## src/rtl/enemy_fire_ctrl_if.sv

```systemverilog
//------------------------------------------------------------------------------
// Module      : enemy_fire_ctrl_if
// Description : Bundle between the enemy fire controller and the game logic:
//               alive flags, bullet status, launch handshake and shooter IDs.
// Revision    : 1.0 - initial release
//------------------------------------------------------------------------------
`default_nettype none

interface enemy_fire_ctrl_if #(
    parameter int NUM_ENEMIES = 40
);
    logic                   enable;
    logic [NUM_ENEMIES-1:0] vivo_inimigo;
    logic                   shot_busy;
    logic                   fire_ack;
    logic                   fire_req;
    logic [9:0]             ID_enemy_tiro_X;
    logic [9:0]             ID_enemy_tiro_Y;
    logic                   no_target;
    logic [7:0]             shots_fired;

    // Controller side: issues launch requests
    modport master (
        input  enable, vivo_inimigo, shot_busy, fire_ack,
        output fire_req, ID_enemy_tiro_X, ID_enemy_tiro_Y, no_target, shots_fired
    );

    // Game/launcher side
    modport slave (
        output enable, vivo_inimigo, shot_busy, fire_ack,
        input  fire_req, ID_enemy_tiro_X, ID_enemy_tiro_Y, no_target, shots_fired
    );
endinterface

`default_nettype wire

```

## src/rtl/enemy_fire_ctrl.sv

```systemverilog
//------------------------------------------------------------------------------
// Module      : enemy_fire_ctrl
// Description : Picks a random column after each cooldown, scans it bottom-up
//               for a live enemy (moving to the next column on a miss) and
//               requests a bullet launch from that enemy.
// Revision    : 1.0 - initial release
//------------------------------------------------------------------------------
`default_nettype none

module enemy_fire_ctrl #(
    parameter int          LINHAS   = 4,               // rows, 1..8
    parameter int          COLUNAS  = 10,              // columns, 2..16
    parameter logic [23:0] COOLDOWN = 24'd12_500_000,  // cycles between shots
    parameter logic [15:0] SEED     = 16'hACE1         // LFSR reset value, nonzero
) (
    input  wire logic         clk,
    input  wire logic         reset,
    enemy_fire_ctrl_if.master bus
);

    typedef enum logic [2:0] {
        ST_IDLE = 3'd0,
        ST_CD   = 3'd1,
        ST_PICK = 3'd2,
        ST_SCAN = 3'd3,
        ST_FIRE = 3'd4
    } state_t;

    localparam logic [6:0]  C_COLS7    = 7'(COLUNAS);
    localparam logic [4:0]  C_NUM_COLS = 5'(COLUNAS);
    localparam logic [3:0]  C_LAST_COL = 4'(COLUNAS - 1);
    localparam logic [2:0]  C_LAST_ROW = 3'(LINHAS - 1);
    localparam logic [23:0] C_CD_LOAD  = COOLDOWN - 24'd1;

    state_t      r_state;
    state_t      w_state_nxt;
    logic [15:0] r_lfsr;
    logic        w_lfsr_fb;
    logic [23:0] r_cnt;
    logic [23:0] w_cnt_nxt;
    logic [3:0]  r_col;
    logic [3:0]  w_col_nxt;
    logic [2:0]  r_row;
    logic [2:0]  w_row_nxt;
    logic [4:0]  r_tried;
    logic [4:0]  w_tried_nxt;
    logic [9:0]  r_id_x;
    logic [9:0]  w_id_x_nxt;
    logic [9:0]  r_id_y;
    logic [9:0]  w_id_y_nxt;
    logic [7:0]  r_shots;
    logic [7:0]  w_shots_nxt;
    logic        r_no_target;
    logic        w_no_target_nxt;

    logic [127:0] w_vivo_pad;
    logic [6:0]   w_scan_idx;
    logic         w_scan_hit;
    logic         w_tgt_alive;
    logic [3:0]   w_pick_col;

    // Alive flags widened so any 7-bit flat index selects a defined bit
    assign w_vivo_pad  = 128'(bus.vivo_inimigo);
    assign w_scan_idx  = (7'(r_row) * C_COLS7) + 7'(r_col);
    assign w_scan_hit  = w_vivo_pad[w_scan_idx];
    assign w_tgt_alive = w_vivo_pad[r_id_x[6:0]];

    // Random column from the LFSR low nibble; for COLUNAS >= 8 this is exactly
    // one conditional subtraction of COLUNAS, smaller grids still land in range
    assign w_pick_col = 4'(({1'b0, r_lfsr[3:0]}) % C_NUM_COLS);

    // Fibonacci feedback for taps 16/14/13/11
    assign w_lfsr_fb = r_lfsr[15] ^ r_lfsr[13] ^ r_lfsr[12] ^ r_lfsr[10];

    // Free-running LFSR, shifts every cycle regardless of state or enable
    always_ff @(posedge clk or posedge reset) begin
        if (reset) begin
            r_lfsr <= SEED;
        end else begin
            r_lfsr <= {r_lfsr[14:0], w_lfsr_fb};
        end
    end

    // State register
    always_ff @(posedge clk or posedge reset) begin
        if (reset) begin
            r_state <= ST_IDLE;
        end else begin
            r_state <= w_state_nxt;
        end
    end

    // Next-state and datapath updates; dropping enable overrides everything
    always_comb begin
        w_state_nxt     = r_state;
        w_cnt_nxt       = r_cnt;
        w_col_nxt       = r_col;
        w_row_nxt       = r_row;
        w_tried_nxt     = r_tried;
        w_id_x_nxt      = r_id_x;
        w_id_y_nxt      = r_id_y;
        w_shots_nxt     = r_shots;
        w_no_target_nxt = 1'b0;

        unique case (r_state)
            ST_IDLE: begin
                if (bus.enable) begin
                    w_state_nxt = ST_CD;
                    w_cnt_nxt   = C_CD_LOAD;
                end
            end

            ST_CD: begin
                if (r_cnt != 24'd0) begin
                    w_cnt_nxt = r_cnt - 24'd1;
                end else if (!bus.shot_busy) begin
                    w_state_nxt = ST_PICK;
                end
            end

            ST_PICK: begin
                w_col_nxt   = w_pick_col;
                w_row_nxt   = C_LAST_ROW;
                w_tried_nxt = 5'd0;
                w_state_nxt = ST_SCAN;
            end

            ST_SCAN: begin
                if (w_scan_hit) begin
                    w_id_x_nxt  = {3'b000, w_scan_idx};
                    w_id_y_nxt  = {7'b0000000, r_row};
                    w_state_nxt = ST_FIRE;
                end else if (r_row != 3'd0) begin
                    w_row_nxt = r_row - 3'd1;
                end else begin
                    // Column exhausted: move right (wrapping) and restart at the bottom
                    w_col_nxt   = (r_col == C_LAST_COL) ? 4'd0 : r_col + 4'd1;
                    w_row_nxt   = C_LAST_ROW;
                    w_tried_nxt = r_tried + 5'd1;
                    if ((r_tried + 5'd1) == C_NUM_COLS) begin
                        w_no_target_nxt = 1'b1;
                        w_state_nxt     = ST_CD;
                        w_cnt_nxt       = C_CD_LOAD;
                    end
                end
            end

            ST_FIRE: begin
                // Ack wins over a simultaneous target death
                if (bus.fire_ack) begin
                    w_shots_nxt = r_shots + 8'd1;
                    w_state_nxt = ST_CD;
                    w_cnt_nxt   = C_CD_LOAD;
                end else if (!w_tgt_alive) begin
                    w_state_nxt = ST_PICK;
                end
            end

            default: begin
                w_state_nxt = ST_IDLE;
            end
        endcase

        if (!bus.enable) begin
            w_state_nxt     = ST_IDLE;
            w_id_x_nxt      = r_id_x;
            w_id_y_nxt      = r_id_y;
            w_shots_nxt     = r_shots;
            w_no_target_nxt = 1'b0;
        end
    end

    // Datapath registers
    always_ff @(posedge clk or posedge reset) begin
        if (reset) begin
            r_cnt       <= 24'd0;
            r_col       <= 4'd0;
            r_row       <= 3'd0;
            r_tried     <= 5'd0;
            r_id_x      <= 10'd0;
            r_id_y      <= 10'd0;
            r_shots     <= 8'd0;
            r_no_target <= 1'b0;
        end else begin
            r_cnt       <= w_cnt_nxt;
            r_col       <= w_col_nxt;
            r_row       <= w_row_nxt;
            r_tried     <= w_tried_nxt;
            r_id_x      <= w_id_x_nxt;
            r_id_y      <= w_id_y_nxt;
            r_shots     <= w_shots_nxt;
            r_no_target <= w_no_target_nxt;
        end
    end

    // Request is a pure function of the registered state, so reset clears it at once
    assign bus.fire_req        = (r_state == ST_FIRE);
    assign bus.ID_enemy_tiro_X = r_id_x;
    assign bus.ID_enemy_tiro_Y = r_id_y;
    assign bus.no_target       = r_no_target;
    assign bus.shots_fired     = r_shots;

endmodule

`default_nettype wire

```

## src/flat_wrapper.sv

```systemverilog
// flat-port wrapper written by rule: the top's interface ports become plain ports
module enemy_fire_ctrl_flat 
#(
    parameter int          LINHAS   = 4,                            
    parameter int          COLUNAS  = 10,                               
    parameter logic [23:0] COOLDOWN = 24'd12_500_000,                         
    parameter logic [15:0] SEED     = 16'hACE1                                     
)
  (clk, reset, bus_enable, bus_vivo_inimigo, bus_shot_busy, bus_fire_ack, bus_fire_req, bus_ID_enemy_tiro_X, bus_ID_enemy_tiro_Y, bus_no_target, bus_shots_fired);
  enemy_fire_ctrl_if #(.NUM_ENEMIES((40))) bus_i ();
  input  wire logic clk;
  input  wire logic reset;
  input wire logic [$bits(bus_i.enable)-1:0] bus_enable;
  input wire logic [$bits(bus_i.vivo_inimigo)-1:0] bus_vivo_inimigo;
  input wire logic [$bits(bus_i.shot_busy)-1:0] bus_shot_busy;
  input wire logic [$bits(bus_i.fire_ack)-1:0] bus_fire_ack;
  output wire logic [$bits(bus_i.fire_req)-1:0] bus_fire_req;
  output wire logic [$bits(bus_i.ID_enemy_tiro_X)-1:0] bus_ID_enemy_tiro_X;
  output wire logic [$bits(bus_i.ID_enemy_tiro_Y)-1:0] bus_ID_enemy_tiro_Y;
  output wire logic [$bits(bus_i.no_target)-1:0] bus_no_target;
  output wire logic [$bits(bus_i.shots_fired)-1:0] bus_shots_fired;
  assign bus_i.enable = bus_enable;
  assign bus_i.vivo_inimigo = bus_vivo_inimigo;
  assign bus_i.shot_busy = bus_shot_busy;
  assign bus_i.fire_ack = bus_fire_ack;
  assign bus_fire_req = bus_i.fire_req;
  assign bus_ID_enemy_tiro_X = bus_i.ID_enemy_tiro_X;
  assign bus_ID_enemy_tiro_Y = bus_i.ID_enemy_tiro_Y;
  assign bus_no_target = bus_i.no_target;
  assign bus_shots_fired = bus_i.shots_fired;
  enemy_fire_ctrl #(.LINHAS(LINHAS), .COLUNAS(COLUNAS), .COOLDOWN(COOLDOWN), .SEED(SEED)) u_core (.clk(clk), .reset(reset), .bus(bus_i));
endmodule
```

## config.mk

```make
export PLATFORM = sky130hd
export DESIGN_NAME = enemy_fire_ctrl_flat
export DESIGN_NICKNAME = d
export VERILOG_FILES = /design/src/rtl/enemy_fire_ctrl_if.sv /design/src/rtl/enemy_fire_ctrl.sv /design/src/flat_wrapper.sv
export SDC_FILE = /design/constraint.sdc
export NUM_CORES = 1
export LEC_CHECK = 0
export BUFFER_PORTS_ARGS = -buffer_cell sky130_fd_sc_hd__buf_2
export CAP_MARGIN = 20
export CORE_ASPECT_RATIO = 1.25
export CORE_MARGIN = 5
export CORE_UTILIZATION = 30
export CTS_CLUSTER_DIAMETER = 40
export DETAILED_ROUTE_END_ITERATION = 8
export GPL_TIMING_DRIVEN = 0
export SETUP_SLACK_MARGIN = 0.4
export SLEW_MARGIN = 25
export SYNTH_ARGS = -nofsm -noshare
export SYNTH_HDL_FRONTEND = slang
export SYNTH_SLANG_ARGS = --single-unit
```

## constraint.sdc

```tcl
create_clock -name clk -period 3.5 [get_ports clk]
set_clock_uncertainty 0.15 [all_clocks]
set_input_delay 0.35 -clock clk [delete_from_list [all_inputs] [get_ports clk]]
set_output_delay 0.35 -clock clk [all_outputs]
set_load 0.03 [all_outputs]
```

==> summary.md, run 1 <==
| Metric | Value |
|---|---|
| Outcome | `completed` |
| H-tree levels | `3` |
| Die W | `121 um` |
| Static Leakage | `0.00258 uW` |
| CP Launch Type | `register` |
| Relative slew slack | `43.6%` |
| Cell-internal power | `2770 uW` |
| Detailed Place HPWL | `8530 um` |
| Seq pwr share | `24.4%` |
| Post-layout net count | `610` |
| Critical Path RT | `3.59 ns` |
| Initial DRC count | `217` |
| Final core occ | `40.3%` |
| Row count | `50` |
| Final Setup Violations | `0` |
| Average instance area after synthesis | `10.6 um^2` |
| Fmax | `0.303 GHz` |
| Seq/Total Area, Yosys | `40.1%` |
| Synthesis-stage register bit count | `74` |
| GR peak layer | `met2` |
| Clk pwr share | `21.2%` |
| Clock tree buffer depth | `2` |
| Adder-Cell Fraction of Synth Area | `4.21%` |
| Via count | `3953` |
| Tmin final | `3.30 ns` |
| Total Routing Usage GR | `13.5%` |
| Post-synthesis mux area share | `15.9%` |
| Family with the most delay on the worst path | `adder cells` |
| GR met1 Demand/Resource | `15.4%` |
| WP buf/inv | `4` |
| WS Path Type | `reg -> reg` |
| Post-Synth Simple-Gate Area | `15.5%` |
| Clk slew on worst S/H paths | `0.06 ns` |
| P_sw | `1770 uW` |
| Routed WL | `12100 um` |
| CP max stage cell | `fa_2` |
| Met2 Resource Use GR | `23.9%` |
| Most frequent cells in the layout | `buf_2, dfrtp_1, nand2_1` |
| Wire per inst | `15.8 um` |
| Core area | `0.0151 mm^2` |
| Unrepaired setup endpoints after global routing | `true` |
| Complex-gate fraction of the synthesized area | `17.1%` |
| # fillers | `1449` |
| Syn. warnings | `0` |
| XOR/XNOR Fraction of Synth Area | `2.27%` |
| Syn Std Cell Area | `0.00464 mm^2` |
| First-pass GRT wire length | `19700 um` |
| Worst Hold Class | `in -> reg` |
| Crit end category | `register` |
| Worst Setup Slack, final | `0.199 ns` |
| Pwr Density | `748 mW/mm^2` |
| Post-Synthesis Cells | `436` |
| Post-route cell area | `0.00607 mm^2` |
| Die area | `0.0181 mm^2` |
| Most common cell after layout, fill and taps aside | `buf_2` |
| Slowest cell delay on critical path | `0.56 ns` |
| Residual DRC | `0` |
| Max FO, Critical Path | `7` |
| Area after DPL | `0.00528 mm^2` |
| Vias per cell | `5.18` |
| Post-synthesis cell type count | `71` |
| Routability Congestion | `0.826` |
| Grt total ovfl | `0` |
| Worst hold slack | `0.175 ns` |
| Final Hold Vio Count | `0` |
| Worst vdd ir | `0.000502 V` |
| Ys flop type | `dfrtp_1` |
| Layout area overhead | `30.8%` |
| Starting Density | `30.8%` |
| Largest family of logic cells by synthesized area | `compound AO/OA/AOI/OAI gates` |
| Io pins | `75` |
| Ratio of cells with drive above 1 in the final layout | `38.2%` |
| Sink Count | `74` |
| Antenna fix cells | `0` |
| Worst EP arrival | `3.39 ns` |
| Later-pin clock latency in the skew report | `0.34 ns` |
| Critical path, cell by cell | `ha_4 > fa_2 > buf_4 > buf_6 > mux4_2 > mux2_2 > nand2_1 > and4bb_4 > o31ai_4 > buf_6 > buf_4 > o31ai_1` |
| CTS Buf Count | `9` |
| Maxcap violations | `0` |
| Post-synth ARST share | `100%` |
| Worst-margin pin slew | `0.840 ns` |
| Number of global-route vias before repair | `4107` |
| Largest net degree at the start of global routing | `44` |
| Switch share | `39.0%` |
| Slew Viols, Final | `0` |
| Routed Antenna Nets | `0` |
| Final Cycle Share | `94.3%` |
| DP Worst Slack | `-0.273 ns` |
| Die Y | `149 um` |
| Met3 Use GR | `3.19%` |
| CTS tree | `yes` |
| Initial antenna violation count | `0` |
| Combinational fraction of design power | `54.4%` |
| Pre-Repair DR Iteration Count | `4` |
| Post-synth EDFFs | `0` |
| Port Buf Inserts | `64` |
| Root Driver | `clkbuf_16` |
## power groups by stage
stage	combinational, uW	clock, uW	sequential, uW
2_1_floorplan	1360	0	1170
3_3_place_gp	1800	0	1120
3_5_place_dp	1850	0	1120
4_1_cts	2300	987	1110
5_1_grt	2660	1030	1130
6_report	2470	964	1110
## cells in the mapped netlist (all sizes together), types with 9 or more instances
library cell	n	area, um^2
dfrtp	66	1650
nand2	36	138
nor2	31	119
o21ai	27	139
mux4	21	473
buf	18	133
a21oi	17	96.4
nand3	15	75.1
ha	14	175
o31ai	14	110
inv	12	45.0
mux2	12	165
clkbuf	11	41.3
mux2i	10	100
o41ai	9	78.8
## routing by layer
metal	vias to the layer above	part of all wire [%]
li1	1868	-
met1	1956	41
met2	111	53
met5	-	0
met4	0	1.7
met3	18	4.4
## through the flow
| step | setup TNS, ns | instances | total power (uW) |
|---|---|---|---|
| floorplan | 0 | 445 | 2540 |
| global placement | -3.90 | 717 | 2920 |
| detailed placement | -4.72 | 718 | 2970 |
| CTS | 0 | 753 | 4400 |
| global route | 0 | 763 | 4820 |
| finish | 0 | 763 | 4540 |
## layout make-up
class,count,area [um^2],area share (%)
Clock inverter,6,72.6,1.20
Clock buffer,10,239,3.94
Timing Repair Buffer,94,607,10.0
Buffer,29,196,3.24
Tap cell,208,260,4.29
Inverter,13,51.3,0.845
Sequential cell,74,1860,30.7
Multi-Input combinational cell,329,2780,45.8
## flip-flops by register name, summed over array words and instances (netlist names)
signal                      cells
u_core.r_row                    3
u_core.r_col                    4
u_core.bus.ID_enemy_tiro_X      7
u_core.r_lfsr                  16
u_core.bus.shots_fired          8
u_core.r_cnt                   24
u_core.bus.ID_enemy_tiro_Y      3
u_core.r_state                  3
u_core.bus.no_target            1
u_core.r_tried                  5
## final timing paths
| path | slack [ns] | startpoint | cells past startpoint | end |
|---|---|---|---|---|
| min reg2reg | 0.20 | u_core.r_lfsr[8] | 0 | u_core.r_lfsr[9] |
| max | 0.20 | u_core.r_row[0] | 12 | u_core.r_cnt[20] |
| min in group asynchronous | 0.41 | reset | 3 | u_core.r_cnt[14] |
| max in group asynchronous | 2.22 | reset | 4 | u_core.r_row[0] |
| max reg2reg | 0.20 | u_core.r_row[0] | 12 | u_core.r_cnt[20] |
| min | 0.17 | bus_enable | 2 | u_core.r_state[0] |
## logic make-up (layout without fill, tap and decap cells)
logic type | after synthesis | after routing
other | 1 | 10
AOI/OAI and AO/OA | 111 | 111
DFF | 74 | 74
and+or+nand+nor | 138 | 138
adders and majority gates | 15 | 15
muxes | 43 | 43
buffers and inverters | 42 | 152
xor gates and xnor gates | 12 | 12
## what timing repair did
| item | CTS | global route |
|---|---|---|
| hold buffers | 1 | 0 |
| gates cloned | 1 | 1 |
| gates resized for setup | 38 | 24 |
| endpoints found under the setup margin | 50 | 50 |
| endpoints found under the hold margin | 23 | 0 |
| buffers inserted | 17 | 9 |
| pin swaps | 13 | 16 |
No activity file was read; power rests on OpenSTA's default activity.
==> run 2: changes to the inputs <==
--- a/config.mk
+++ b/config.mk
@@ -5,6 +5,7 @@
 export SDC_FILE = /design/constraint.sdc
 export NUM_CORES = 1
 export LEC_CHECK = 0
+export ABC_AREA = 1
 export BUFFER_PORTS_ARGS = -buffer_cell sky130_fd_sc_hd__buf_2
 export CAP_MARGIN = 20
 export CORE_ASPECT_RATIO = 1.25
==> summary.md, run 2 <==
| Metric | Value |
|---|---|
| Ys flop type | `dfrtp_1` |
| Later-pin clock latency in the skew report | `0.34 ns` |
| Sink Count | `74` |
| Die area | `0.0192 mm^2` |
| Static Leakage | `0.00303 uW` |
| RR Endpoint | `u_core.r_col[2]` |
| Ratio of cells with drive above 1 in the final layout | `18.0%` |
| Initial DRC count | `248` |
| Flop2flop setup slack | `0.68 ns` |
| Row count | `52` |
| Die Y | `154 um` |
| Core area | `0.0162 mm^2` |
| Pwr Density | `748 mW/mm^2` |
| Post-layout net count | `850` |
| WS Path Type | `reg -> reg` |
| Outcome | `completed` |
| H-tree levels | `3` |
| FF-to-FF path depth | `12` |
| Initial antenna violation count | `0` |
| Largest net degree at the start of global routing | `44` |
| Number of global-route vias before repair | `4504` |
| GR met1 Demand/Resource | `16.6%` |
| Post-synth EDFFs | `0` |
| CP startpoint | `u_core.r_row[0]` |
| Routed Antenna Nets | `0` |
| Clk pwr share | `24.1%` |
| Post-synth ARST share | `100%` |
| Top reg by flops | `u_core.r_cnt` |
| Io pins | `75` |
| CP Launch Type | `register` |
| First-pass GRT wire length | `21800 um` |
| Starting Density | `30.6%` |
| Tmin final | `2.82 ns` |
| Seq/Total Area, Yosys | `37.6%` |
| GR peak layer | `met2` |
| Critical Path RT | `3.61 ns` |
| Worst-margin pin slew | `0.595 ns` |
| Reg2reg start | `u_core.r_row[0]` |
| Unrepaired setup endpoints after global routing | `false` |
| Wire per inst | `12.7 um` |
| Biggest area consumer among synthesized cells | `dfrtp_1` |
| Relative slew slack | `60.1%` |
| Routed WL | `12800 um` |
| Most frequent cells in the layout | `nand2_1, nand3_1, buf_2` |
| CTS Buf Count | `9` |
| Post-synth top area share | `33.3%` |
| Final Hold Vio Count | `0` |
| Seq pwr share | `28.9%` |
| Setup TNS | `0 ns` |
| Final Cycle Share | `80.5%` |
| Average instance area after synthesis | `7.04 um^2` |
| Port Buf Inserts | `64` |
| Max FO, Critical Path | `10` |
| Pre-Repair DR Iteration Count | `5` |
| Slew Viols, Final | `0` |
| Switch share | `44.9%` |
| Post-synthesis cell type count | `38` |
| Total Routing Usage GR | `13.5%` |
| Syn Std Cell Area | `0.00495 mm^2` |
| Die W | `125 um` |
| Post-Synthesis Cells | `704` |
| Cell-internal power | `2460 uW` |
| Antenna fix cells | `0` |
| Met2 Resource Use GR | `23.4%` |
| Maxcap violations | `0` |
| Worst Setup Slack, final | `0.681 ns` |
| Total power | `4470 uW` |
| Hold path start | `bus_enable` |
| Max reg flops | `24` |
| Most common cell after layout, fill and taps aside | `nand2_1` |
| Detailed Place HPWL | `9560 um` |
| P_sw | `2010 uW` |
| Crit end category | `register` |
| Via count | `4681` |
| Fmax | `0.355 GHz` |
| # fillers | `1731` |
| Count leader, synth | `nand2_1` |
| Combinational fraction of design power | `47.0%` |
| Synthesis-stage register bit count | `74` |
| Syn. warnings | `0` |
| Routability Congestion | `0.926` |
| Crit path capture | `u_core.r_col[2]` |
| Final Setup Violations | `0` |
| Clock tree buffer depth | `2` |
| Root Driver | `clkbuf_16` |
| CTS tree | `yes` |
| Final core occ | `36.9%` |
| Residual DRC | `0` |
| Worst EP arrival | `2.93 ns` |
| Met3 Use GR | `2.81%` |
| Layout area overhead | `20.6%` |
| Synth top cells by count | `nand2_1, nand3_1, dfrtp_1` |
| Setup Buffers After CTS | `0` |
| Worst vdd ir | `0.000309 V` |
| Clk slew on worst S/H paths | `0.06 ns` |
| Worst Hold Class | `in -> reg` |
| Grt total ovfl | `0` |
| Vias per cell | `4.63` |
| Area contributors post-synth | `dfrtp_1, nand2_1, nand3_1` |
| DP Worst Slack | `0.611 ns` |
[run 2: changes by cell type in the layout (fill, tap and decap cells not counted), moves of 18 or more]
cell     delta
buf_4      -18
inv_1      +44
mux4_2     -21
nand2_1   +193
nand3_1   +100
nor2_1     +26
[run 2: through the flow]
step           instances  hold slack (ns)  instance area [um^2]
2_1_floorplan        713            0.181                  4990
3_3_place_gp         993            0.185                  5580
3_5_place_dp         994            0.189                  5610
4_1_cts             1011            0.133                  5960
5_1_grt             1011            0.156                  5970
6_report            1011            0.134                  5970
[run 2: layout make-up]
type	count	area [um^2]	share of cell area (%)
clock buffers	10	229	3.83
well taps	216	270	4.52
repair buffers	66	358	5.99
flip-flops and latches	74	1860	31.2
clock inverters	6	115	1.93
multi-input cells	544	2700	45.2
inverters	60	228	3.81
plain buffers	35	211	3.54
[run 2: logic make-up (layout without fill, tap and decap cells)]
kind of cell             after synthesis  after routing  synth area share (%)
flip-flops                            74             74                  37.6
adder cells (fa/ha/maj)               15             15                  3.94
AO/OA/AOI/OAI                         54             54                  5.71
XOR/XNOR                              25             25                  4.42
other                                  1             10                0.0757
buffers and inverters                 95            177                  8.81
AND/OR/NAND/NOR                      440            440                  39.5
[run 2: how the worst min path moves through the flow]
| stage | end | slack [ns] | cells after the start |
|---|---|---|---|
| 2_1_floorplan | u_core.r_lfsr[9] | 0.18 | 0 |
| 3_3_place_gp | u_core.r_lfsr[10] | 0.19 | 0 |
| 3_5_place_dp | u_core.r_lfsr[10] | 0.19 | 0 |
| 4_1_cts | u_core.r_state[1] | 0.13 | 3 |
| 5_1_grt | u_core.r_state[1] | 0.16 | 3 |
| 6_report | u_core.r_state[1] | 0.13 | 3 |
[run 2: power groups by stage]
stage / registers [uW] / clock network [uW] / logic, uW
4_1_cts: 1290 / 1100 / 2110
5_1_grt: 1330 / 1130 / 2380
6_report: 1290 / 1080 / 2100
2_1_floorplan: 1370 / 0 / 1460
3_3_place_gp: 1300 / 0 / 2070
3_5_place_dp: 1300 / 0 / 2100
[run 2: repair_timing]
action | in CTS | in global routing
setup endpoints to repair | 0 | 10
hold buffers | 1 | 0
endpoints found under the hold margin | 23 | 0
gates resized for setup | 0 | 3
[run 2: metal layers]
layer / up-vias / wire, um
li1: 2421 / -
met1: 2116 / 5680
met2: 126 / 6260
met3: 18 / 663
met4: 0 / 234
met5: - / 0
[run 2: worst max-delay path: stages, from the launching register on]
cell and delay (ns):
dfrtp_1 0.42, ha_1 0.32, inv_1 0.08, clkbuf_1 0.47, nand3_1 0.16, nand3_1 0.13
nand3_1 0.09, nand3_1 0.11, nand3_2 0.13, nand3_4 0.17, nand3_4 0.15, buf_6 0.18
o21ai_0 0.15
==> run 3: changes to the inputs <==
--- a/config.mk
+++ b/config.mk
@@ -5,7 +5,7 @@
 export SDC_FILE = /design/constraint.sdc
 export NUM_CORES = 1
 export LEC_CHECK = 0
-export ABC_AREA = 1
+export ABC_AREA = 0
 export BUFFER_PORTS_ARGS = -buffer_cell sky130_fd_sc_hd__buf_2
 export CAP_MARGIN = 20
 export CORE_ASPECT_RATIO = 1.25
==> constraint.sdc (replaced) <==
create_clock -name clk -period 2.6 [get_ports clk]
set_clock_uncertainty 0.15 [all_clocks]
set_input_delay 0.26 -clock clk [delete_from_list [all_inputs] [get_ports clk]]
set_output_delay 0.26 -clock clk [all_outputs]
set_load 0.03 [all_outputs]
==> summary.md, run 3 (synthesized netlist as in run 1, its figures left out) <==
| Metric | Value |
|---|---|
| CP Launch Type | `register` |
| Number of global-route vias before repair | `4076` |
| Slew Viols, Final | `0` |
| Most common cell after layout, fill and taps aside | `buf_2` |
| Final Setup Violations | `50` |
| Failing checks | `negative setup slack` |
| Worst Hold Class | `in -> reg` |
| Fmax | `0.300 GHz` |
| Clk slew on worst S/H paths | `0.06 ns` |
| Final Hold Vio Count | `0` |
| Vias per cell | `5.21` |
| Ratio of cells with drive above 1 in the final layout | `38.8%` |
| Root Driver | `clkbuf_16` |
| Core area | `0.0151 mm^2` |
| Post-layout net count | `604` |
| CTS Buf Count | `9` |
| Static Leakage | `0.00257 uW` |
| Clk pwr share | `21.1%` |
| H-tree levels | `3` |
| CTS tree | `yes` |
| Worst EP arrival | `3.40 ns` |
| Routability Congestion | `0.812` |
| Die area | `0.0181 mm^2` |
| Combinational fraction of design power | `54.5%` |
| Later-pin clock latency in the skew report | `0.33 ns` |
| Total Routing Usage GR | `13.3%` |
| Initial DRC count | `258` |
| Crit end category | `register` |
| Tmin final | `3.34 ns` |
| Wire per inst | `15.8 um` |
| Pre-Repair DR Iteration Count | `4` |
| DP Worst Slack | `-1.09 ns` |
| Flop2flop setup slack | `-0.74 ns` |
| Pwr Density | `998 mW/mm^2` |
| Detailed Place HPWL | `8650 um` |
| Die Y | `149 um` |
| Die W | `121 um` |
| Maxcap violations | `0` |
| Grt total ovfl | `0` |
| Most frequent cells in the layout | `buf_2, dfrtp_1, nand2_1` |
| Critical Path RT | `2.67 ns` |
| Port Buf Inserts | `64` |
| Worst Setup Slack, final | `-0.736 ns` |
| Unrepaired setup endpoints after global routing | `true` |
| Final Cycle Share | `128%` |
| Cell-internal power | `3690 uW` |
| P_sw | `2400 uW` |
| Clock tree buffer depth | `2` |
| Seq pwr share | `24.4%` |
| Top reg by flops | `u_core.r_cnt` |
| Layout area overhead | `31.6%` |
| Max reg flops | `24` |
| Initial antenna violation count | `0` |
| Placed Cells | `720` |
| First-pass GRT wire length | `19700 um` |
| Starting Density | `30.8%` |
| Row count | `50` |
| Residual DRC | `0` |
| Largest net degree at the start of global routing | `23` |
| Worst-margin pin slew | `0.770 ns` |
| Io pins | `75` |
| Max FO, Critical Path | `9` |
| Via count | `3944` |
| Routed Antenna Nets | `0` |
| Sink Count | `74` |
| Antenna fix cells | `0` |
| Worst vdd ir | `0.000690 V` |
| Routed WL | `12000 um` |
| Relative slew slack | `48.2%` |
| Switch share | `39.4%` |
| Non-Filler Instances | `757` |
| Final core occ | `40.5%` |
| Outcome | `complete, but fails checks` |
| WS Path Type | `reg -> reg` |
run 3: changes by cell type in the layout (fill, tap and decap cells not counted), moves of 10 or more:
cell     before  now
nand2_1     228   35
nand3_1     115   15
buf_4        12   24
or2_2        13    2
inv_1        55   11
o21ai_0      29    9
mux4_2        0   21
nor2_1       53   28
o21ai_2       0   10
run 3: power by group through the flow:
stage	Sequential [uW]	Combinational, uW	Clock, uW
after floorplan	1580	1870	0
after global placement	1500	2470	0
after detailed placement	1500	2540	0
after CTS	1480	3180	1310
after global routing	1510	3560	1370
final	1490	3320	1290
run 3: worst max-delay path: stages, from the launching register on:
cell,delay (ns)
dfrtp_2,0.43
ha_4,0.17
fa_2,0.60
buf_6,0.15
mux4_2,0.19
mux2i_2,0.07
o32ai_2,0.33
o311ai_4,0.16
buf_12,0.17
nor3_4,0.20
nand2_2,0.12
buf_12,0.17
mux2_4,0.29
run 3: layer usage:
| layer | vias up | part of all wire [%] | wire length (um) | global-route usage [%] |
|---|---|---|---|---|
| met5 | - | 0 | 0 | 0 |
| met1 | 1951 | 42 | 5000 | 16.0 |
| li1 | 1852 | - | - | - |
| met4 | 0 | 1.3 | 155 | 3.36 |
| met2 | 126 | 52 | 6230 | 24.3 |
| met3 | 15 | 4.8 | 569 | 2.73 |
run 3: path summary, 6_finish.rpt:
kind	startpoint	end	cells after the start
setup / recovery	u_core.r_row[0]	u_core.bus.ID_enemy_tiro_X[0]	12
hold / removal	bus_enable	u_core.r_state[0]	2
setup reg to reg	u_core.r_row[0]	u_core.bus.ID_enemy_tiro_X[0]	12
hold reg to reg	u_core.r_lfsr[9]	u_core.r_lfsr[10]	0
max in group asynchronous	reset	u_core.r_lfsr[0]	6
min in group asynchronous	reset	u_core.r_cnt[21]	3
run 3: cell type report:
type,count,area (um^2)
Inverter,13,52.6
Tap cell,208,260
Timing Repair Buffer,88,603
Sequential cell,74,1860
Clock inverter,7,82.6
Multi-Input combinational cell,329,2820
Fill cell,1455,8970
Clock buffer,9,225
Buffer,29,199
run 3: metrics by stage:
step | hold slack [ns] | cell area, um^2 | setup TNS (ns) | power [uW]
floorplan | 0.181 | 4700 | -18.66 | 3450
detailed placement | 0.113 | 5360 | -43.00 | 4040
CTS | 0.0844 | 6040 | -34.33 | 5980
global route | 0.0980 | 6100 | -37.05 | 6440
global placement | 0.187 | 5290 | -39.47 | 3970
finish | 0.0955 | 6100 | -32.35 | 6090
run 3: repair_timing:
| action | in CTS | in global routing |
|---|---|---|
| endpoints found under the setup margin | 50 | 51 |
| buffers inserted | 15 | 2 |
| pin swaps | 16 | 7 |
| resized for setup | 45 | 12 |
| cloned | 3 | 0 |
| hold buffers | 1 | 0 |
| hold endpoints to repair | 14 | 0 |
